<file path="config.mk">
export PLATFORM = sky130hd
export DESIGN_NAME = axi_4_lite_master_ot_flat
export DESIGN_NICKNAME = d
export VERILOG_FILES = /design/src/rtl/axi_4_lite_master_ot_if.sv /design/src/rtl/axi_4_lite_master_ot.sv /design/src/flat_wrapper.sv
export SDC_FILE = /design/constraint.sdc
export NUM_CORES = 1
export LEC_CHECK = 0
export CORE_ASPECT_RATIO = 1.1
export CORE_MARGIN = 2
export CORE_UTILIZATION = 55
export DETAILED_ROUTE_END_ITERATION = 7
export HOLD_SLACK_MARGIN = 0.05
export PLACE_DENSITY = 0.86
export SLEW_MARGIN = 20
export SYNTH_ARGS = -nofsm -noshare
export SYNTH_HDL_FRONTEND = slang
export SYNTH_SLANG_ARGS = --single-unit
</file>
<file path="constraint.sdc">
create_clock -name aclk_i -period 6.8 [get_ports aclk_i]
set_input_delay 1.02 -clock aclk_i [delete_from_list [all_inputs] [get_ports aclk_i]]
set_output_delay 1.02 -clock aclk_i [all_outputs]
set_load 0.05 [all_outputs]
</file>
<file path="src/rtl/axi_4_lite_master_ot_if.sv">
// rtl/axi_4_lite_master_ot_if.sv - AXI4-Lite bus bundle with master/slave views
interface axi_4_lite_master_ot_if #(
    parameter int ADDR_WIDTH = 32,
    parameter int DATA_WIDTH = 32
);
    logic                      awvalid;
    logic                      awready;
    logic [ADDR_WIDTH-1:0]     awaddr;
    logic [2:0]                awprot;
    logic                      wvalid;
    logic                      wready;
    logic [DATA_WIDTH-1:0]     wdata;
    logic [DATA_WIDTH/8-1:0]   wstrb;
    logic                      bvalid;
    logic                      bready;
    logic [1:0]                bresp;
    logic                      arvalid;
    logic                      arready;
    logic [ADDR_WIDTH-1:0]     araddr;
    logic [2:0]                arprot;
    logic                      rvalid;
    logic                      rready;
    logic [DATA_WIDTH-1:0]     rdata;
    logic [1:0]                rresp;

    modport master (
        output awvalid, awaddr, awprot, wvalid, wdata, wstrb, bready,
               arvalid, araddr, arprot, rready,
        input  awready, wready, bvalid, bresp, arready, rvalid, rdata, rresp
    );

    modport slave (
        input  awvalid, awaddr, awprot, wvalid, wdata, wstrb, bready,
               arvalid, araddr, arprot, rready,
        output awready, wready, bvalid, bresp, arready, rvalid, rdata, rresp
    );
endinterface

</file>
<file path="src/rtl/axi_4_lite_master_ot.sv">
// rtl/axi_4_lite_master_ot.sv - AXI4-Lite master, multiple outstanding; AXI_LITE_RAW_ORDER_EN holds reads behind writes
module axi_4_lite_master_ot #(
    parameter int         ADDR_WIDTH = 32,
    parameter int         DATA_WIDTH = 32,
    parameter int         WB_DEPTH   = 4,
    parameter int         RD_DEPTH   = 4,
    parameter int         MAX_WR_OT  = 4,
    parameter int         MAX_RD_OT  = 4,
    parameter logic [2:0] PROT       = 3'b010
) (
    input  logic                      aclk_i,
    input  logic                      arstn_i,
    axi_4_lite_master_ot_if.master    axi,
    input  logic                      wb_valid_i,
    output logic                      wb_ready_o,
    input  logic [ADDR_WIDTH-1:0]     wb_addr_i,
    input  logic [DATA_WIDTH-1:0]     wb_data_i,
    input  logic [DATA_WIDTH/8-1:0]   wb_strb_i,
    input  logic                      addr_req_i,
    output logic                      addr_ready_o,
    input  logic [ADDR_WIDTH-1:0]     addr_i,
    output logic                      mem_valid_o,
    input  logic                      mem_ready_i,
    output logic [DATA_WIDTH-1:0]     mem_data_o,
    output logic                      mem_err_o,
    output logic                      wr_idle_o,
    output logic                      err_o,
    output logic [1:0]                err_resp_o,
    output logic                      err_is_wr_o,
    input  logic                      err_clr_i
);
    localparam int SW  = DATA_WIDTH / 8;
    localparam int WBA = $clog2(WB_DEPTH);
    localparam int RDA = $clog2(RD_DEPTH);
    localparam int RCW = RDA + 2;
    localparam logic [3:0]     WR_OT_MAX = 4'(MAX_WR_OT);
    localparam logic [RCW-1:0] RD_CAP    = RCW'(RD_DEPTH);
    localparam logic [RCW-1:0] RD_OT_MAX = RCW'(MAX_RD_OT);
    localparam logic [RCW-1:0] RD_ONE    = RCW'(1);
    localparam logic [WBA:0]   WB_ONE    = (WBA + 1)'(1);
    localparam logic [RDA:0]   RP_ONE    = (RDA + 1)'(1);

    // ---------------- write path ----------------
    logic [ADDR_WIDTH-1:0] aw_mem [WB_DEPTH];
    logic [DATA_WIDTH+SW-1:0] w_mem [WB_DEPTH];
    logic [WBA:0] aw_wp, aw_rp, w_wp, w_rp;
    logic [3:0]   wr_ot;
    logic aw_empty, aw_full, w_empty, w_full;
    logic wb_accept, aw_hs, w_hs, b_hs;

    assign aw_empty  = (aw_wp == aw_rp);
    assign aw_full   = (aw_wp[WBA] != aw_rp[WBA]) && (aw_wp[WBA-1:0] == aw_rp[WBA-1:0]);
    assign w_empty   = (w_wp == w_rp);
    assign w_full    = (w_wp[WBA] != w_rp[WBA]) && (w_wp[WBA-1:0] == w_rp[WBA-1:0]);

    assign wb_ready_o = !aw_full && !w_full && (wr_ot < WR_OT_MAX);
    assign wb_accept  = wb_valid_i && wb_ready_o;

    assign axi.awvalid = !aw_empty;
    assign axi.awaddr  = aw_mem[aw_rp[WBA-1:0]];
    assign axi.awprot  = PROT;
    assign axi.wvalid  = !w_empty;
    assign {axi.wdata, axi.wstrb} = w_mem[w_rp[WBA-1:0]];
    assign axi.bready  = (wr_ot != 4'd0);
    assign wr_idle_o   = (wr_ot == 4'd0);

    assign aw_hs = axi.awvalid && axi.awready;
    assign w_hs  = axi.wvalid && axi.wready;
    assign b_hs  = axi.bvalid && axi.bready;

    always_ff @(posedge aclk_i) begin
        if (wb_accept) begin
            aw_mem[aw_wp[WBA-1:0]] <= wb_addr_i;
            w_mem[w_wp[WBA-1:0]]   <= {wb_data_i, wb_strb_i};
        end
    end

    // AW and W pop independently, so either channel may run ahead of the other.
    always_ff @(posedge aclk_i or negedge arstn_i) begin
        if (!arstn_i) begin
            aw_wp <= '0;
            aw_rp <= '0;
            w_wp  <= '0;
            w_rp  <= '0;
            wr_ot <= '0;
        end else begin
            if (wb_accept) begin
                aw_wp <= aw_wp + WB_ONE;
                w_wp  <= w_wp + WB_ONE;
            end
            if (aw_hs) aw_rp <= aw_rp + WB_ONE;
            if (w_hs)  w_rp  <= w_rp + WB_ONE;
            if (wb_accept && !b_hs)
                wr_ot <= wr_ot + 4'd1;
            else if (!wb_accept && b_hs)
                wr_ot <= wr_ot - 4'd1;
        end
    end

    // ---------------- read path ----------------
    logic                  ar_full;
    logic [ADDR_WIDTH-1:0] ar_addr;
    logic [RCW-1:0]        rd_ot, r_cnt, rd_issued, credit;
    logic [RDA:0]          r_wp, r_rp;
    logic [DATA_WIDTH:0]   r_mem [RD_DEPTH];
    logic rd_accept, ar_hs, r_hs, mem_pop, raw_ok;

`ifdef AXI_LITE_RAW_ORDER_EN
    assign raw_ok = (wr_ot == 4'd0);
`else
    assign raw_ok = 1'b1;
`endif

    // Every issued read holds a read-data FIFO slot, so R can always be accepted.
    assign r_cnt     = RCW'(r_wp - r_rp);
    assign rd_issued = rd_ot + RCW'(ar_full);
    assign credit    = rd_issued + r_cnt;

    assign addr_ready_o = (!ar_full || axi.arready) && (credit < RD_CAP)
                          && (rd_issued < RD_OT_MAX) && raw_ok;
    assign rd_accept    = addr_req_i && addr_ready_o;

    assign axi.arvalid = ar_full;
    assign axi.araddr  = ar_addr;
    assign axi.arprot  = PROT;
    assign axi.rready  = (rd_ot != '0);

    assign ar_hs   = axi.arvalid && axi.arready;
    assign r_hs    = axi.rvalid && axi.rready;
    assign mem_valid_o = (r_wp != r_rp);
    assign {mem_data_o, mem_err_o} = r_mem[r_rp[RDA-1:0]];
    assign mem_pop = mem_valid_o && mem_ready_i;

    always_ff @(posedge aclk_i) begin
        if (r_hs) r_mem[r_wp[RDA-1:0]] <= {axi.rdata, axi.rresp != 2'b00};
    end

    always_ff @(posedge aclk_i or negedge arstn_i) begin
        if (!arstn_i) begin
            ar_full <= 1'b0;
            ar_addr <= '0;
            rd_ot   <= '0;
            r_wp    <= '0;
            r_rp    <= '0;
        end else begin
            if (rd_accept) begin
                ar_full <= 1'b1;
                ar_addr <= addr_i;
            end else if (ar_hs) begin
                ar_full <= 1'b0;
            end
            if (ar_hs && !r_hs)
                rd_ot <= rd_ot + RD_ONE;
            else if (!ar_hs && r_hs)
                rd_ot <= rd_ot - RD_ONE;
            if (r_hs)    r_wp <= r_wp + RP_ONE;
            if (mem_pop) r_rp <= r_rp + RP_ONE;
        end
    end

    // ---------------- sticky error capture (B beats R) ----------------
    logic b_err, r_err;
    assign b_err = b_hs && (axi.bresp != 2'b00);
    assign r_err = r_hs && (axi.rresp != 2'b00);

    always_ff @(posedge aclk_i or negedge arstn_i) begin
        if (!arstn_i) begin
            err_o       <= 1'b0;
            err_resp_o  <= 2'b00;
            err_is_wr_o <= 1'b0;
        end else if ((b_err || r_err) && (!err_o || err_clr_i)) begin
            err_o       <= 1'b1;
            err_resp_o  <= b_err ? axi.bresp : axi.rresp;
            err_is_wr_o <= b_err;
        end else if (err_clr_i) begin
            err_o       <= 1'b0;
            err_resp_o  <= 2'b00;
            err_is_wr_o <= 1'b0;
        end
    end
endmodule

</file>
<file path="src/flat_wrapper.sv">
// flat-port wrapper written by rule: the top's interface ports become plain ports
module axi_4_lite_master_ot_flat 
#(
    parameter int         ADDR_WIDTH = 32,
    parameter int         DATA_WIDTH = 32,
    parameter int         WB_DEPTH   = 4,
    parameter int         RD_DEPTH   = 4,
    parameter int         MAX_WR_OT  = 4,
    parameter int         MAX_RD_OT  = 4,
    parameter logic [2:0] PROT       = 3'b010
)
  (aclk_i, arstn_i, wb_valid_i, wb_ready_o, wb_addr_i, wb_data_i, wb_strb_i, addr_req_i, addr_ready_o, addr_i, mem_valid_o, mem_ready_i, mem_data_o, mem_err_o, wr_idle_o, err_o, err_resp_o, err_is_wr_o, err_clr_i, axi_awvalid, axi_awaddr, axi_awprot, axi_wvalid, axi_wdata, axi_wstrb, axi_bready, axi_arvalid, axi_araddr, axi_arprot, axi_rready, axi_awready, axi_wready, axi_bvalid, axi_bresp, axi_arready, axi_rvalid, axi_rdata, axi_rresp);
  axi_4_lite_master_ot_if #(.ADDR_WIDTH(ADDR_WIDTH), .DATA_WIDTH(DATA_WIDTH)) axi_i ();
  input  logic aclk_i;
  input  logic arstn_i;
  input  logic wb_valid_i;
  output logic wb_ready_o;
  input  logic [ADDR_WIDTH-1:0] wb_addr_i;
  input  logic [DATA_WIDTH-1:0] wb_data_i;
  input  logic [DATA_WIDTH/8-1:0] wb_strb_i;
  input  logic addr_req_i;
  output logic addr_ready_o;
  input  logic [ADDR_WIDTH-1:0] addr_i;
  output logic mem_valid_o;
  input  logic mem_ready_i;
  output logic [DATA_WIDTH-1:0] mem_data_o;
  output logic mem_err_o;
  output logic wr_idle_o;
  output logic err_o;
  output logic [1:0] err_resp_o;
  output logic err_is_wr_o;
  input  logic err_clr_i;
  output wire logic [$bits(axi_i.awvalid)-1:0] axi_awvalid;
  output wire logic [$bits(axi_i.awaddr)-1:0] axi_awaddr;
  output wire logic [$bits(axi_i.awprot)-1:0] axi_awprot;
  output wire logic [$bits(axi_i.wvalid)-1:0] axi_wvalid;
  output wire logic [$bits(axi_i.wdata)-1:0] axi_wdata;
  output wire logic [$bits(axi_i.wstrb)-1:0] axi_wstrb;
  output wire logic [$bits(axi_i.bready)-1:0] axi_bready;
  output wire logic [$bits(axi_i.arvalid)-1:0] axi_arvalid;
  output wire logic [$bits(axi_i.araddr)-1:0] axi_araddr;
  output wire logic [$bits(axi_i.arprot)-1:0] axi_arprot;
  output wire logic [$bits(axi_i.rready)-1:0] axi_rready;
  input wire logic [$bits(axi_i.awready)-1:0] axi_awready;
  input wire logic [$bits(axi_i.wready)-1:0] axi_wready;
  input wire logic [$bits(axi_i.bvalid)-1:0] axi_bvalid;
  input wire logic [$bits(axi_i.bresp)-1:0] axi_bresp;
  input wire logic [$bits(axi_i.arready)-1:0] axi_arready;
  input wire logic [$bits(axi_i.rvalid)-1:0] axi_rvalid;
  input wire logic [$bits(axi_i.rdata)-1:0] axi_rdata;
  input wire logic [$bits(axi_i.rresp)-1:0] axi_rresp;
  assign axi_awvalid = axi_i.awvalid;
  assign axi_awaddr = axi_i.awaddr;
  assign axi_awprot = axi_i.awprot;
  assign axi_wvalid = axi_i.wvalid;
  assign axi_wdata = axi_i.wdata;
  assign axi_wstrb = axi_i.wstrb;
  assign axi_bready = axi_i.bready;
  assign axi_arvalid = axi_i.arvalid;
  assign axi_araddr = axi_i.araddr;
  assign axi_arprot = axi_i.arprot;
  assign axi_rready = axi_i.rready;
  assign axi_i.awready = axi_awready;
  assign axi_i.wready = axi_wready;
  assign axi_i.bvalid = axi_bvalid;
  assign axi_i.bresp = axi_bresp;
  assign axi_i.arready = axi_arready;
  assign axi_i.rvalid = axi_rvalid;
  assign axi_i.rdata = axi_rdata;
  assign axi_i.rresp = axi_rresp;
  axi_4_lite_master_ot #(.ADDR_WIDTH(ADDR_WIDTH), .DATA_WIDTH(DATA_WIDTH), .WB_DEPTH(WB_DEPTH), .RD_DEPTH(RD_DEPTH), .MAX_WR_OT(MAX_WR_OT), .MAX_RD_OT(MAX_RD_OT), .PROT(PROT)) u_core (.aclk_i(aclk_i), .arstn_i(arstn_i), .axi(axi_i), .wb_valid_i(wb_valid_i), .wb_ready_o(wb_ready_o), .wb_addr_i(wb_addr_i), .wb_data_i(wb_data_i), .wb_strb_i(wb_strb_i), .addr_req_i(addr_req_i), .addr_ready_o(addr_ready_o), .addr_i(addr_i), .mem_valid_o(mem_valid_o), .mem_ready_i(mem_ready_i), .mem_data_o(mem_data_o), .mem_err_o(mem_err_o), .wr_idle_o(wr_idle_o), .err_o(err_o), .err_resp_o(err_resp_o), .err_is_wr_o(err_is_wr_o), .err_clr_i(err_clr_i));
endmodule
</file>
==> flow_metrics.tcl, run 1 <==
set metrics [dict create \
    outcome "completed" \
    clock-root-buffer "clkbuf_16" \
    post-cts-setup-buffer-count 0 \
    wirelength_um 38000 \
    drive_gt1_frac 0.200 \
    fin_setup_tns_ns 0 \
    die-area_um2 34200 \
    arrival_ns 3.98 \
    power_uw 11700 \
    top_level_ports 299 \
    hpwl_um 22900 \
    synth_xor_area_frac 0.0131 \
    grt_pass1_wl_um 57300 \
    yosysWarnings 0 \
    worstMarginPinSlew_ns 1.01 \
    start_util 0.557 \
    postCtsHoldBufs 0 \
    grt_pass1_vias 9686 \
    finalSetupViolations 0 \
    die_width_um 176 \
    grt_max_degree 64 \
    path_buf_inv 3 \
    wl_per_cell_um 23.9 \
    final_nets 1303 \
    synth_cells 803 \
    ys_types 40 \
    async_flop_share 0.135 \
    io_buffers 292 \
    fin_cells 1587 \
    hold_path_class "reg2reg" \
    period_needed_ns 5.00 \
    grt_use_total 0.224 \
    netlist_area_um2 18000 \
    cp_data_required_time_ns 5.78 \
    cpPeakStageDelay_ns 0.84 \
    grt_overflow 0 \
    peakVddDrop_mv 0.394 \
    synth_area_leaders "edfxtp_1 (67%), mux4_2 (13%), dfrtp_1 (8.8%)" \
    cts_tree "done" \
    clkSlewWorstSetupHoldPaths_ns 0.06 \
    cp_top_family "adder cells" \
    num_rows 69 \
    rsz0062_at_grt "false" \
    stdcell_area_um2 22800 \
    fin_skew_ns 0.0143 \
    synth-compound-area-share 0.00751 \
    hold_viol 0 \
    place_area_um2 21300 \
    max_freq_ghz 0.200 \
    synthAdderAreaFrac 0.0239 \
    htreeDepth 2 \
    synth_edf_count 404 \
    critical_path_class "reg2out" \
    yosys.area_share.simple 0.0166 \
    synth_mux_area_frac 0.159 \
    rrSetupSlack_ns 3.08 \
    numPlacedInstances 1503 \
    p_per_area_nw_per_um2 512 \
    crit_path_cell_trace "ha_1 > ha_1 > inv_1 > fa_1 > inv_1 > ha_1 > and3b_1 > or4_4 > a21oi_1 > clkdlybuf4s50_1" \
    syn_area_per_cell_um2 22.4 \
    viasPerCell 5.61 \
    syn_to_final_growth_pct 27.0 \
    route.vias.total 8896 \
    cts_buffer_depth 3 \
    finalCritPeriodShare 0.735 \
    die_h_um 194 \
    synth_top_family_by_area "multiplexers" \
    dr.pass1.iters 5 \
    synth_top_area_cell "edfxtp_1" \
    synth_flop_cell "edfxtp_1" \
    worstSetupStartpointType "flip-flop" \
    crit_path_frequent_cell "ha_1" \
    fin_util 0.707 \
    maxCapViolCount 0 \
    clock-sinks 467 \
    drtIter0Drc 588 \
    ys_seq_area_frac 0.762 \
    slew-limit-headroom 0.325 \
    p_leak_uw 0.00799 \
    cts.repair.resized 0 \
    ant_nets 0 \
    insertion_delay_ns 0.55 \
    cp-end-kind "output port" \
    antenna_found_initial 3 \
    slew_viol_final 0 \
    cp_max_fo 6 \
    routabilityCongestion 0.756 \
    ys_seq_elements 467 \
    cts_buffers 45 \
    coreArea_um2 32300 \
    synthDominantCellAreaShare 0.675 \
    drc 0 \
    cpMaxStageDelayCell "clkdlybuf4s50_1" \
]
==> final timing paths <==
kind | startpoint | depth (start not counted) | end
max in group asynchronous | arstn_i | 2 | u_core.r_rp[0]
hold / removal | u_core.w_wp[2] | 1 | u_core.w_wp[2]
hold reg to reg | u_core.w_wp[2] | 1 | u_core.w_wp[2]
min in group asynchronous | arstn_i | 2 | u_core.axi.araddr[14]
setup / recovery | u_core.rd_ot[0] | 10 | addr_ready_o
setup reg to reg | u_core.rd_ot[0] | 10 | u_core.axi.araddr[29]
==> registers in the layout, summed over array words and instances (netlist names), 4 cells and up <==
name and count:
u_core.rd_ot 4, u_core.aw_mem 128, u_core.r_mem 132, u_core.axi.araddr 32
u_core.wr_ot 4, u_core.w_mem 144
==> per-stage QoR <==
stage                     hold slack, ns  setup WS [ns]
final                              0.488           1.80
after global placement             0.480           2.37
after global routing               0.503           1.55
after CTS                          0.495           1.74
after floorplan                    0.462           2.41
after detailed placement           0.487           2.33
==> worst register-to-register path, stage by stage (launching register included) <==
cell	delay (ns)
dfrtp_1	0.46
ha_1	0.24
ha_1	0.28
inv_1	0.04
fa_1	0.47
inv_1	0.04
ha_1	0.27
and3b_1	0.18
or4_4	0.48
a211o_2	0.68
mux2_4	0.46
==> report_power, final <==
part | leakage (µW) | internal [µW] | switching, µW | total (µW)
clock network | 0.000726 | 1480 | 1030 | 2510
registers | 0.00442 | 3710 | 279 | 3980
logic | 0.00284 | 2010 | 3190 | 5200
total | 0.00799 | 7190 | 4500 | 11700
==> final cells by class <==
class                           count  area [µm²]
Antenna cell                        2        5.00
Fill cell                        1877        9460
Multi-Input combinational cell    283        4000
Clock inverter                     24         293
Sequential cell                   467       13700
Inverter                           22        82.6
Clock buffer                       58        1200
Tap cell                          426         533
Timing Repair Buffer              305        3020
==> logic make-up after synthesis <==
kind of cell | Yosys count
and+or+nand+nor | 54
buffers and inverters | 57
AOI/OAI and AO/OA | 20
other | 2
muxes | 144
xor gates and xnor gates | 27
adders and majority gates | 32
DFF | 467
==> Yosys cell counts (2+ instances only) <==
cell type and instances:
a21boi_0 2, a21o_1 3, a21oi_1 3, and2_1 5, and3_1 11, buf_1 3, buf_12 3, buf_2 10
buf_4 6, clkbuf_1 12, conb_1 2, dfrtp_1 63, edfxtp_1 404, fa_1 4, ha_1 28, inv_1 22
mux2_2 10, mux2_4 29, mux2i_1 4, mux4_2 101, nand2_1 12, nand2b_1 3, nand3_1 6, nand3b_1 2
nor2_1 6, nor2b_1 2, o211ai_1 2, o21ai_0 6, o41a_1 2, or2_2 2, xnor2_1 24, xor2_1 3
==> layout by cell type (no fill, tap or decap), drive strengths merged <==
cell,netlist,final
conb,2,6
edfxtp,404,404
a211o,1,1
clkdlybuf4s50,0,291
nand2b,3,3
nand3,6,6
mux4,101,101
o211ai,2,2
nand2,12,12
clkinv,0,14
a31oi,1,1
o41a,2,2
nand3b,2,2
bufinv,0,6
o21ai,6,6
or2,2,2
or4,2,2
mux2,39,39
diode,0,2
clkinvlp,0,1
nand4,1,1
a21oi,3,3
and3,11,11
buf,23,14
fa,4,4
dfrtp,63,63
and3b,1,1
clkbuf,12,58
inv,22,25
and4,1,1
xnor2,24,24
xor2,3,3
mux2i,4,4
ha,28,28
nor2,6,6
and2,5,5
nor2b,2,2
a21boi,2,2
a21o,3,3
==> per-layer routing <==
metal	global-route usage	part of all wire	up-vias
met4	0.0771	0.028	2
met5	0	0.00034	-
met3	0.0525	0.070	75
met2	0.388	0.53	345
met1	0.278	0.37	4584
li1	-	-	3890
(Power assumes the default switching activity.)
==> run 2: changes to the inputs <==
- CORE_UTILIZATION: 55 -> 48
- PLACE_DENSITY: 0.86 -> 0.8
- clock period: 6.8 -> 4.6 ns (I/O delays scaled with it)
==> flow_metrics.tcl, run 2 (synthesis gave the netlist of run 1 again) <==
set metrics [dict create \
    cp_data_required_time_ns 3.91 \
    grt_pass1_vias 9501 \
    die_width_um 189 \
    layout_common_cells "edfxtp_1 (404), clkdlybuf4s50_1 (290), mux4_2 (101)" \
    outcome "completed" \
    io_buffers 292 \
    layout_commonest_cell "edfxtp_1" \
    cpMaxStageDelayCell "fa_1" \
    start_util 0.486 \
    r2r-end "u_core.axi.araddr[21]" \
    drive_gt1_frac 0.206 \
    post-cts-setup-buffer-count 0 \
    maxCapViolCount 0 \
    critPathLaunch "u_core.rd_ot[0]" \
    worstSetupStartpointType "flip-flop" \
    num_rows 74 \
    clkSlewWorstSetupHoldPaths_ns 0.06 \
    slew_viol_final 0 \
    syn_to_final_growth_pct 27.6 \
    hold_path_class "in2async" \
    coreArea_um2 37000 \
    critical_path_class "reg2out" \
    drc 0 \
    power_uw 17200 \
    arrival_ns 3.45 \
    grt_pass1_wl_um 54300 \
    wirelength_um 35400 \
    rrSetupSlack_ns 0.82 \
    hpwl_um 21800 \
    ant_nets 0 \
    antenna_found_initial 1 \
    grt_max_degree 48 \
    dr.pass1.iters 5 \
    max_freq_ghz 0.242 \
    hold_viol 0 \
    p_per_area_nw_per_um2 750 \
    timing.rr.start "u_core.rd_ot[0]" \
    cts_buffers 45 \
    cpPeakStageDelay_ns 0.48 \
    fin_skew_ns 0.0138 \
    cp_max_fo 6 \
    period_needed_ns 4.14 \
    postCtsHoldBufs 0 \
    route.vias.total 8728 \
    viasPerCell 5.27 \
    cp-end-kind "output port" \
    cts_buffer_depth 3 \
    top_level_ports 299 \
    peakVddDrop_mv 0.478 \
    fin_setup_tns_ns 0 \
    fin_cells 1657 \
    worstSetupPathDepth 10 \
    finalCritPeriodShare 0.900 \
    die_h_um 207 \
    finalSetupViolations 0 \
    insertion_delay_ns 0.55 \
    routabilityCongestion 0.751 \
    cp_top_family "adder cells" \
    cts.repair.resized 0 \
    final_nets 1305 \
    clock-root-buffer "clkbuf_16" \
    p_leak_uw 0.00801 \
    r2r_cells 10 \
    grt_overflow 0 \
    path_buf_inv 3 \
    wl_per_cell_um 21.3 \
    htreeDepth 2 \
    die-area_um2 39000 \
    cts_tree "done" \
    numPlacedInstances 1573 \
    slew-limit-headroom 0.319 \
    critPathCapture "addr_ready_o" \
    crit_path_cell_trace "ha_1 > ha_1 > inv_1 > fa_1 > inv_1 > ha_1 > and3b_1 > or4_4 > a21oi_1 > buf_4" \
    crit_path_frequent_cell "ha_1" \
    clock-sinks 467 \
    largest_reg_flops 144 \
    worstMarginPinSlew_ns 1.02 \
    grt_use_total 0.182 \
    drtIter0Drc 641 \
    rsz0062_at_grt "false" \
]
run 2: metal layers:
metal / vias up / part of all wire / GRT usage
met2: 296 / 0.52 / 0.315
met1: 4488 / 0.39 / 0.227
met3: 61 / 0.064 / 0.0396
li1: 3883 / - / -
met4: 0 / 0.028 / 0.0633
met5: - / 0 / 0
run 2: worst register-to-register path: stages, from the launching register on:
cell and delay, ns:
dfrtp_1 0.46, ha_1 0.26, ha_1 0.28, inv_1 0.05, fa_1 0.48, inv_1 0.05, ha_1 0.28, and3b_1 0.18
or4_4 0.48, a211o_2 0.67, mux2_4 0.48
run 2: worst min-delay path by stage:
stage,from,end,slack [ns],depth (start not counted)
3_5_place_dp,u_core.w_wp[2],u_core.w_wp[2],0.48,1
5_1_grt,arstn_i,u_core.aw_wp[2],0.08,1
3_3_place_gp,u_core.w_wp[2],u_core.w_wp[2],0.47,1
4_1_cts,arstn_i,u_core.aw_wp[2],0.07,1
2_1_floorplan,arstn_i,u_core.aw_rp[0],0.39,0
6_report,arstn_i,u_core.aw_wp[2],0.08,1
run 2: stage by stage:
step,setup WS (ns),hold WS (ns),cell area (µm²),utilization
after floorplan,0.542,0.394,18000,-
after CTS,0.419,0.0676,22900,0.620
after global routing,0.279,0.0809,22900,0.620
final,0.460,0.0763,22900,0.620
after detailed placement,0.832,0.477,21400,0.579
after global placement,0.924,0.474,21400,0.579
run 2: power by group:
part / leakage [µW] / internal [µW] / switching, µW
combinational: 0.00285 / 2970 / 4670
sequential: 0.00442 / 5480 / 385
clock: 0.000741 / 2180 / 1540
total: 0.00801 / 10600 / 6590
run 2: area by class of cell:
type / instances / area, µm²
Sequential cell: 467 / 13700
Clock buffer: 52 / 1170
Timing Repair Buffer: 307 / 3030
Inverter: 22 / 82.6
Clock inverter: 31 / 334
Multi-Input combinational cell: 283 / 4000
Tap cell: 494 / 618
Fill cell: 2548 / 14100
Antenna cell: 1 / 2.50
==> run 3: changes to the inputs <==
- CELL_PAD_IN_SITES_DETAIL_PLACEMENT: default -> 1
- CELL_PAD_IN_SITES_GLOBAL_PLACEMENT: default -> 2
- CORE_UTILIZATION: 48 -> 37
- TNS_END_PERCENT: default -> 30
==> flow_metrics.tcl, run 3 (synthesis gave the netlist of run 1 again) <==
set metrics [dict create \
    crit_path_frequent_cell "ha_1" \
    fin_setup_tns_ns 0 \
    hp-start "u_core.w_wp[2]" \
    cp_max_fo 6 \
    top_level_ports 299 \
    pre_cts_ws_ns 0.825 \
    cpPeakStageDelay_ns 0.49 \
    htreeDepth 2 \
    finalCritPeriodShare 0.899 \
    num_rows 84 \
    r2r_cells 10 \
    die_width_um 214 \
    ant_nets 0 \
    wl_per_cell_um 21.2 \
    layout_common_cells "edfxtp_1 (404), clkdlybuf4s50_1 (290), mux4_2 (101)" \
    finalWorstSetupSlack_ns 0.464 \
    slew_viol_final 0 \
    crit_path_cell_trace "ha_1 > ha_1 > inv_1 > fa_1 > inv_1 > ha_1 > and3b_1 > or4_4 > a21oi_1 > buf_4" \
    route.vias.total 8710 \
    path_buf_inv 3 \
    stdcell_area_um2 23200 \
    die_h_um 235 \
    critPathLaunch "u_core.rd_ot[0]" \
    die-area_um2 50400 \
    arrival_ns 3.45 \
    worstSetupStartpointType "flip-flop" \
    rrSetupSlack_ns 0.82 \
    wirelength_um 38400 \
    outcome "completed" \
    grt_max_degree 39 \
    start_util 0.375 \
    largest_reg_flops 144 \
    antenna_found_initial 0 \
    grt_use_met3 0.0357 \
    p_leak_uw 0.00801 \
    cts_tree "done" \
    met1_usage 0.194 \
    numPlacedInstances 1722 \
    hold_viol 0 \
    clock-sinks 467 \
    io_buffers 292 \
    drtIter0Drc 482 \
    routabilityCongestion 0.689 \
    coreArea_um2 47900 \
    grt_overflow 0 \
    finalSetupViolations 0 \
    layout_commonest_cell "edfxtp_1" \
    insertion_delay_ns 0.57 \
    timing.rr.start "u_core.rd_ot[0]" \
    cts.repair.resized 0 \
    grt.busiest_layer "met2" \
    worstSetupPathDepth 10 \
    period_needed_ns 4.14 \
    fin_skew_ns 0.0175 \
    place_area_um2 21600 \
    drive_gt1_frac 0.206 \
    worstMarginPinSlew_ns 1.04 \
    slew-limit-headroom 0.309 \
    grt_use_total 0.153 \
    hpwl_um 24400 \
    cp_top_family "adder cells" \
    cts_buffers 48 \
    hold_path_class "reg2reg" \
    r2r-end "u_core.axi.araddr[26]" \
    cp_data_required_time_ns 3.91 \
    p_per_area_nw_per_um2 747 \
    maxCapViolCount 0 \
    peakVddDrop_mv 0.361 \
    postCtsHoldBufs 0 \
    dr.pass1.iters 4 \
    fin_util 0.484 \
    grt_pass1_vias 9600 \
    use_met2 0.265 \
    fin_cells 1812 \
    diodes 0 \
    clock-root-buffer "clkbuf_16" \
    grt_pass1_wl_um 59600 \
    clkSlewWorstSetupHoldPaths_ns 0.07 \
    rsz0062_at_grt "false" \
    drc 0 \
    cpMaxStageDelayCell "or4_4" \
    final_nets 1308 \
    viasPerCell 4.81 \
    post-cts-setup-buffer-count 0 \
    critPathCapture "addr_ready_o" \
    cp-end-kind "output port" \
    cts_buffer_depth 3 \
    syn_to_final_growth_pct 28.9 \
    max_freq_ghz 0.242 \
    critical_path_class "reg2out" \
]
run 3: changes by cell type in the layout (fill, tap and decap cells not counted), sizes merged:
| cell | change |
|---|---|
| clkinvlp | +5 |
| clkbuf | +4 |
| bufinv | -2 |
| clkinv | -2 |
| buf | -1 |
| diode | -1 |
| dlygate4sd3 | +1 |
run 3: worst reg2reg max path: stages (launching register included):
cell and delay [ns]:
dfrtp_1 0.46, ha_1 0.25, ha_1 0.28, inv_1 0.05, fa_1 0.48, inv_1 0.04
ha_1 0.27, and3b_1 0.19, or4_4 0.49, a211o_2 0.67, mux2_4 0.49
run 3: area by class of cell:
cell class,count,area (µm²)
clock buffers,56,1250
repair buffers,307,3060
inverters,22,82.6
clock inverters,32,275
flip-flops and latches,467,13700
fillers,4486,24700
multi-input cells,283,4000
well taps,645,807
run 3: per-layer routing:
| layer | up-vias | part of all wire |
|---|---|---|
| met2 | 226 | 0.52 |
| li1 | 3889 | - |
| met3 | 50 | 0.053 |
| met4 | 0 | 0.020 |
| met5 | - | 0 |
| met1 | 4545 | 0.41 |
run 3: power breakdown:
group / switching [µW] / internal (µW)
clock: 1590 / 2180
combinational: 4600 / 2980
sequential: 502 / 5480
total: 6700 / 10600
run 3: how the worst min path moves through the flow:
stage,endpoint,slack (ns),cells past startpoint
2_1_floorplan,u_core.aw_rp[0],0.39,0
5_1_grt,u_core.aw_rp[2],0.52,1
6_report,u_core.w_wp[2],0.49,1
4_1_cts,u_core.rd_ot[3],0.28,1
3_5_place_dp,u_core.w_wp[2],0.48,1
3_3_place_gp,u_core.w_wp[2],0.48,1
run 3: stage by stage:
step	hold slack (ns)	total power, µW
6_report	0.486	17300
5_1_grt	0.520	18100
4_1_cts	0.285	17600
3_5_place_dp	0.481	13800
3_3_place_gp	0.476	13600
2_1_floorplan	0.394	11300
==> RTL change 1 (config.mk and constraints of run 3) <==
Put a register stage on the output `mem_err_o`. The value now appears one clock later. The other outputs are not delayed to match.
--- a/src/rtl/axi_4_lite_master_ot.sv
+++ b/src/rtl/axi_4_lite_master_ot.sv
@@ -40,4 +40,6 @@
     localparam logic [WBA:0]   WB_ONE    = (WBA + 1)'(1);
     localparam logic [RDA:0]   RP_ONE    = (RDA + 1)'(1);
+
+    logic mem_err_d;
 
     // ---------------- write path ----------------
@@ -129,5 +131,5 @@
     assign r_hs    = axi.rvalid && axi.rready;
     assign mem_valid_o = (r_wp != r_rp);
-    assign {mem_data_o, mem_err_o} = r_mem[r_rp[RDA-1:0]];
+    assign {mem_data_o, mem_err_d} = r_mem[r_rp[RDA-1:0]];
     assign mem_pop = mem_valid_o && mem_ready_i;
 
@@ -179,4 +181,8 @@
         end
     end
+    always_ff @(posedge aclk_i) begin
+        mem_err_o <= mem_err_d;
+    end
+
 endmodule
 
Function: changed (Yosys sat finds a counterexample within 4 cycles, from zero or initial values and one cycle with arstn_i low).
==> RTL change 1 against run 3 <==
- worst setup slack got worse by 56 ps
- wire length rose by 1.7%
- fmax fell by 1.3%
- via count rose by 0.70%
- power barely moved
- final area barely moved
- hold slack got worse by 210 ps
- area after synthesis rose by 0.11%
- sequential cell count rose by 1
- cell count rose by 0.44%
- critical path type unchanged
- largest cell class unchanged
- largest power group unchanged
==> RTL change 1: results (changes against run 3) <==
| Metric | Value |
|---|---|
| Dpl cells | `1725 (+0.17%)` |
| DP Area | `0.02167 mm2 (+0.21%)` |
| Max-cap violations | `0 (unchanged)` |
| Syn Area/Cell | `22.39 um2 (about the same)` |
| Root Driver | `clkbuf_16` |
| M1 GR Usage | `19.17% (-0.23 points)` |
| Synth unique cells | `41 (+2.5%)` |
| Post-DR vias/cell | `4.819 (+0.26%)` |
| Outcome | `finished, final reports clean` |
| Number of global-route vias before repair | `9771 (+1.8%)` |
| Initial antenna violation count | `3 (+3)` |
| WP data arrival | `3500 ps (+50 ps)` |
| Clock buffers | `63 (+13%)` |
| DPL Wire Length | `24940 um (+2.1%)` |
| Clk pin slew, worst setup/hold paths | `60 ps` |
| Met3 WL | `1868 um (-7.5%)` |
| Layout cell share with drive strength beyond 1 | `20.27% (-0.29 points)` |
| Invs w/o clock | `22 (unchanged)` |
| Pre-CTS setup slack | `822.0 ps (-2.638 ps)` |
| Hold Crit Class | `primary input to asynchronous set/reset pin` |
| DRT met1 WL | `15570 um (-0.92%)` |
| Slowest Stage Delay on Critical Path | `480 ps` |
| Area of the multi-input gates | `0.003995 mm2 (-0.13%)` |
| WL per Instance | `21.49 um (+1.3%)` |
| Synth top area cells | `edfxtp_1 67%, mux4_2 13%, dfrtp_1 8.8%` |
| Cell Rows | `84 (unchanged)` |
| DRT Wirelength | `39110 um (+1.7%)` |
| Global-route wire length before repair | `60550 um (+1.6%)` |
| Number of synthesized flops with an enable pin | `404 (unchanged)` |
| M2 GR Usage | `27.47% (+0.97 points)` |
| Worst-Margin Slew | `1047 ps (+10.92 ps)` |
| Clk buf depth | `3 (unchanged)` |
| Clock network area share | `6.440% (-0.15 points)` |
| Top Metal Used | `met4` |
| Seq cells post-synth | `468 (+0.21%)` |
| 1st-iter DRT viols | `365 (-24%)` |
| Finished Core Util | `48.36% (about the same)` |
| GR Util met3 | `3.307% (-0.26 points)` |
| N_diodes | `6 (+6)` |
| Seq pwr | `0.00597 W (about the same)` |
| Non-clk buf share | `13.17% (about the same)` |
| Largest net degree at the start of global routing | `40 (+2.6%)` |
| Async set-or-reset flop fraction in the synthesized netlist | `13.46% (-0.029 points)` |
| Met2 WL | `20530 um (+3.0%)` |
| Sequential element share of the synthesized area | `76.25% (about the same)` |
| Worst vdd ir | `0.5702 mV (+58%)` |
| Leakage power | `8.017 nW (about the same)` |
| Gpl congestion | `0.7218 (+4.8%)` |
| Max reg flops | `144 (unchanged)` |
| Clock skew | `17.43 ps (-0.04240 ps)` |
| GR Util All Layers | `15.68% (+0.34 points)` |
| Internal power | `0.01059 W (-0.38%)` |
| Nets | `1309 (+0.076%)` |
| Storage cell area | `0.01373 mm2 (+0.15%)` |
| Logic gate share of total power | `44.1% (+0.4 points)` |
| Filler cells | `4479 (-0.16%)` |
| Net Sw Frac | `38.84% (+0.19 points)` |
RTL change 1: cell types whose count changed after synthesis:
cell	before	now
dfxtp_1	0	1
RTL change 1: final timing paths:
kind,startpoint,to,slack (ps),cells past startpoint
min in group aclk_i,u_core.w_wp[2],u_core.w_wp[2],490,1
worst max register to register,u_core.rd_ot[0],u_core.axi.araddr[20],800,10
worst min register to register,u_core.w_wp[2],u_core.w_wp[2],490,1
worst min-delay path,arstn_i,u_core.axi.araddr[29],280,1
max in group asynchronous,arstn_i,u_core.aw_rp[0],3360,2
worst max-delay path,u_core.rd_ot[0],addr_ready_o,410,10
RTL change 1: cells by family after synthesis:
logic type               count (synthesis)  synth area share, %
AO/OA/AOI/OAI                           20               0.7505
XOR/XNOR                                27                1.313
adder cells (fa/ha/maj)                 32                2.391
buffers and inverters                   57                1.696
flip-flops                             468                76.25
multiplexers                           144                15.90
other                                    2              0.04171
AND/OR/NAND/NOR                         54                1.661
==> RTL change 2 (settings of run 3) <==
Made on the original files. `DATA_WIDTH` is set to 32 in 3 places; all go to 16.
--- a/src/rtl/axi_4_lite_master_ot_if.sv
+++ b/src/rtl/axi_4_lite_master_ot_if.sv
@@ -2,5 +2,5 @@
 interface axi_4_lite_master_ot_if #(
     parameter int ADDR_WIDTH = 32,
-    parameter int DATA_WIDTH = 32
+    parameter int DATA_WIDTH = 16
 );
     logic                      awvalid;
--- a/src/rtl/axi_4_lite_master_ot.sv
+++ b/src/rtl/axi_4_lite_master_ot.sv
@@ -2,5 +2,5 @@
 module axi_4_lite_master_ot #(
     parameter int         ADDR_WIDTH = 32,
-    parameter int         DATA_WIDTH = 32,
+    parameter int         DATA_WIDTH = 16,
     parameter int         WB_DEPTH   = 4,
     parameter int         RD_DEPTH   = 4,
--- a/src/flat_wrapper.sv
+++ b/src/flat_wrapper.sv
@@ -3,5 +3,5 @@
 #(
     parameter int         ADDR_WIDTH = 32,
-    parameter int         DATA_WIDTH = 32,
+    parameter int         DATA_WIDTH = 16,
     parameter int         WB_DEPTH   = 4,
     parameter int         RD_DEPTH   = 4,
Interface: changed (6 resized); port bits go from 299 to 231. No check against the original RTL was run, so the function may have changed too.
==> RTL change 2 against run 3 <==
- register-to-register slack better by 30 ps
- area after synthesis down 27%
- worst setup slack worse by 14 ps
- fmax down 0.33%
- wire length down 29%
- power down 25%
- final area down 27%
- sequential cell count down 136
- core utilization about the same
- critical path type unchanged
- critical endpoint unchanged
- largest cell class unchanged
- largest power group unchanged
==> RTL change 2: results (changes against run 3) <==
| Metric | Value |
|---|---|
| Outcome | `finished, final reports clean` |
| DPL Wire Length | `17500 um (-28%)` |
| Max reg flops | `128 (-11%)` |
| Dpl cells | `1278 (-26%)` |
| Synth top area cells | `edfxtp_1 61%, dfrtp_1 12%, mux4_2 12%` |
| WL per Instance | `20.18 um (-4.9%)` |
| Skew-Pair Late Insertion Delay | `520 ps (-50 ps)` |
| Global-route wire length before repair | `42530 um (-29%)` |
| PortBufs | `224 (-23%)` |
| Hold Crit Class | `primary input to asynchronous set/reset pin` |
| Filler cells | `3224 (-28%)` |
| R2r setup slk | `850 ps (+30 ps)` |
| Largest net degree at the start of global routing | `38 (-2.6%)` |
| DP Area | `0.01579 mm2 (-27%)` |
| Nets | `1018 (-22%)` |
| Clock skew | `16.29 ps (-1.179 ps)` |
| Worst vdd ir | `0.4985 mV (+38%)` |
| Sequential element share of the synthesized area | `73.46% (-2.8 points)` |
| Async set-or-reset flop fraction in the synthesized netlist | `19.03% (+5.5 points)` |
| Gpl congestion | `0.7188 (+4.3%)` |
| Drt first pass iters | `6 (+2)` |
| GR Util All Layers | `15.00% (-0.34 points)` |
| Worst-Margin Slew | `1048 ps (+11.63 ps)` |
| Post-synth top cells | `268 x edfxtp_1, 67 x mux4_2, 63 x dfrtp_1` |
| 1st-iter DRT viols | `293 (-39%)` |
| Worst Hold Margin | `209.8 ps (-275.8 ps)` |
| Number of global-route vias before repair | `7418 (-23%)` |
| CTS-repair resized insts | `1 (+1)` |
| Leakage power | `6.097 nW (-24%)` |
| Worst R2R Start | `u_core.rd_ot[0]` |
| WP data arrival | `3460 ps (about the same)` |
| Root Driver | `clkbuf_16` |
| DRT Wirelength | `27120 um (-29%)` |
| Clk pin slew, worst setup/hold paths | `60 ps` |
| Layout cell share with drive strength beyond 1 | `19.89% (-0.68 points)` |
| Internal power | `0.007939 W (-25%)` |
| Number of synthesized flops with an enable pin | `268 (-34%)` |
| RR Endpoint | `u_core.axi.araddr[5]` |
| CTS Buf Count | `36 (-25%)` |
| Post-DR vias/cell | `4.879 (+1.5%)` |
RTL change 2: logic make-up after synthesis:
group / count (synthesis) / synth area share [%]
flops: 331 / 73.46
mux: 110 / 16.01
xor+xnor: 27 / 1.805
compound gates: 20 / 1.031
other cells: 2 / 0.05732
fa+ha+maj: 32 / 3.285
simple gates: 54 / 2.283
buf+inv: 49 / 2.072
RTL change 2: worst max path at each step:
stage	startpoint	slack, ps	cells past startpoint	to
6_report	u_core.rd_ot[0]	450	10	addr_ready_o
5_1_grt	u_core.rd_ot[0]	250	10	addr_ready_o
4_1_cts	u_core.rd_ot[0]	150	10	addr_ready_o
3_5_place_dp	u_core.rd_ot[0]	450	10	addr_ready_o
3_3_place_gp	u_core.rd_ot[0]	480	10	addr_ready_o
2_1_floorplan	u_core.axi.arvalid	540	9	addr_ready_o
RTL change 2: worst reg2reg max path: cells and delay by family (launching register included):
kind	cells	cell delay [ps]
mux	1	470
buf+inv	2	100
compound gates	1	670
flops	1	460
simple gates	2	670
fa+ha+maj	4	1280
RTL change 2: metal layers:
layer,vias up,share of wire (%),track usage [%]
met3,32,5.3,3.493
li1,2955,-,-
met2,182,51,26.15
met1,3388,42,18.79
met5,-,0,0
met4,0,1.6,3.914
RTL change 2: final cells by class:
type                       count  share of cell area (%)
clock inverter                21                   1.239
timing repair buffer         233                   13.60
multi-input combinational    249                   19.01
sequential                   331                   56.72
clock buffer                  44                   5.670
inverter                      22                  0.4866
tap                          444                   3.274
RTL change 2: power by group through the flow:
stage                     combinational, W  sequential, W  clock [W]
after floorplan                    0.00374        0.00471          0
after global placement             0.00586        0.00429          0
after detailed placement           0.00592        0.00432          0
after CTS                          0.00594        0.00428    0.00296
after global routing               0.00619        0.00434    0.00307
final                              0.00583        0.00426    0.00287
RTL change 2: through the flow:
stage	total power [W]	worst slack [ps]	util, %
after floorplan	0.008449	542.0	-
after global placement	0.01015	480.7	45.05
after detailed placement	0.01024	446.5	45.05
after CTS	0.01317	150.6	48.39
after global routing	0.01360	250.5	48.43
final	0.01296	450.6	48.43
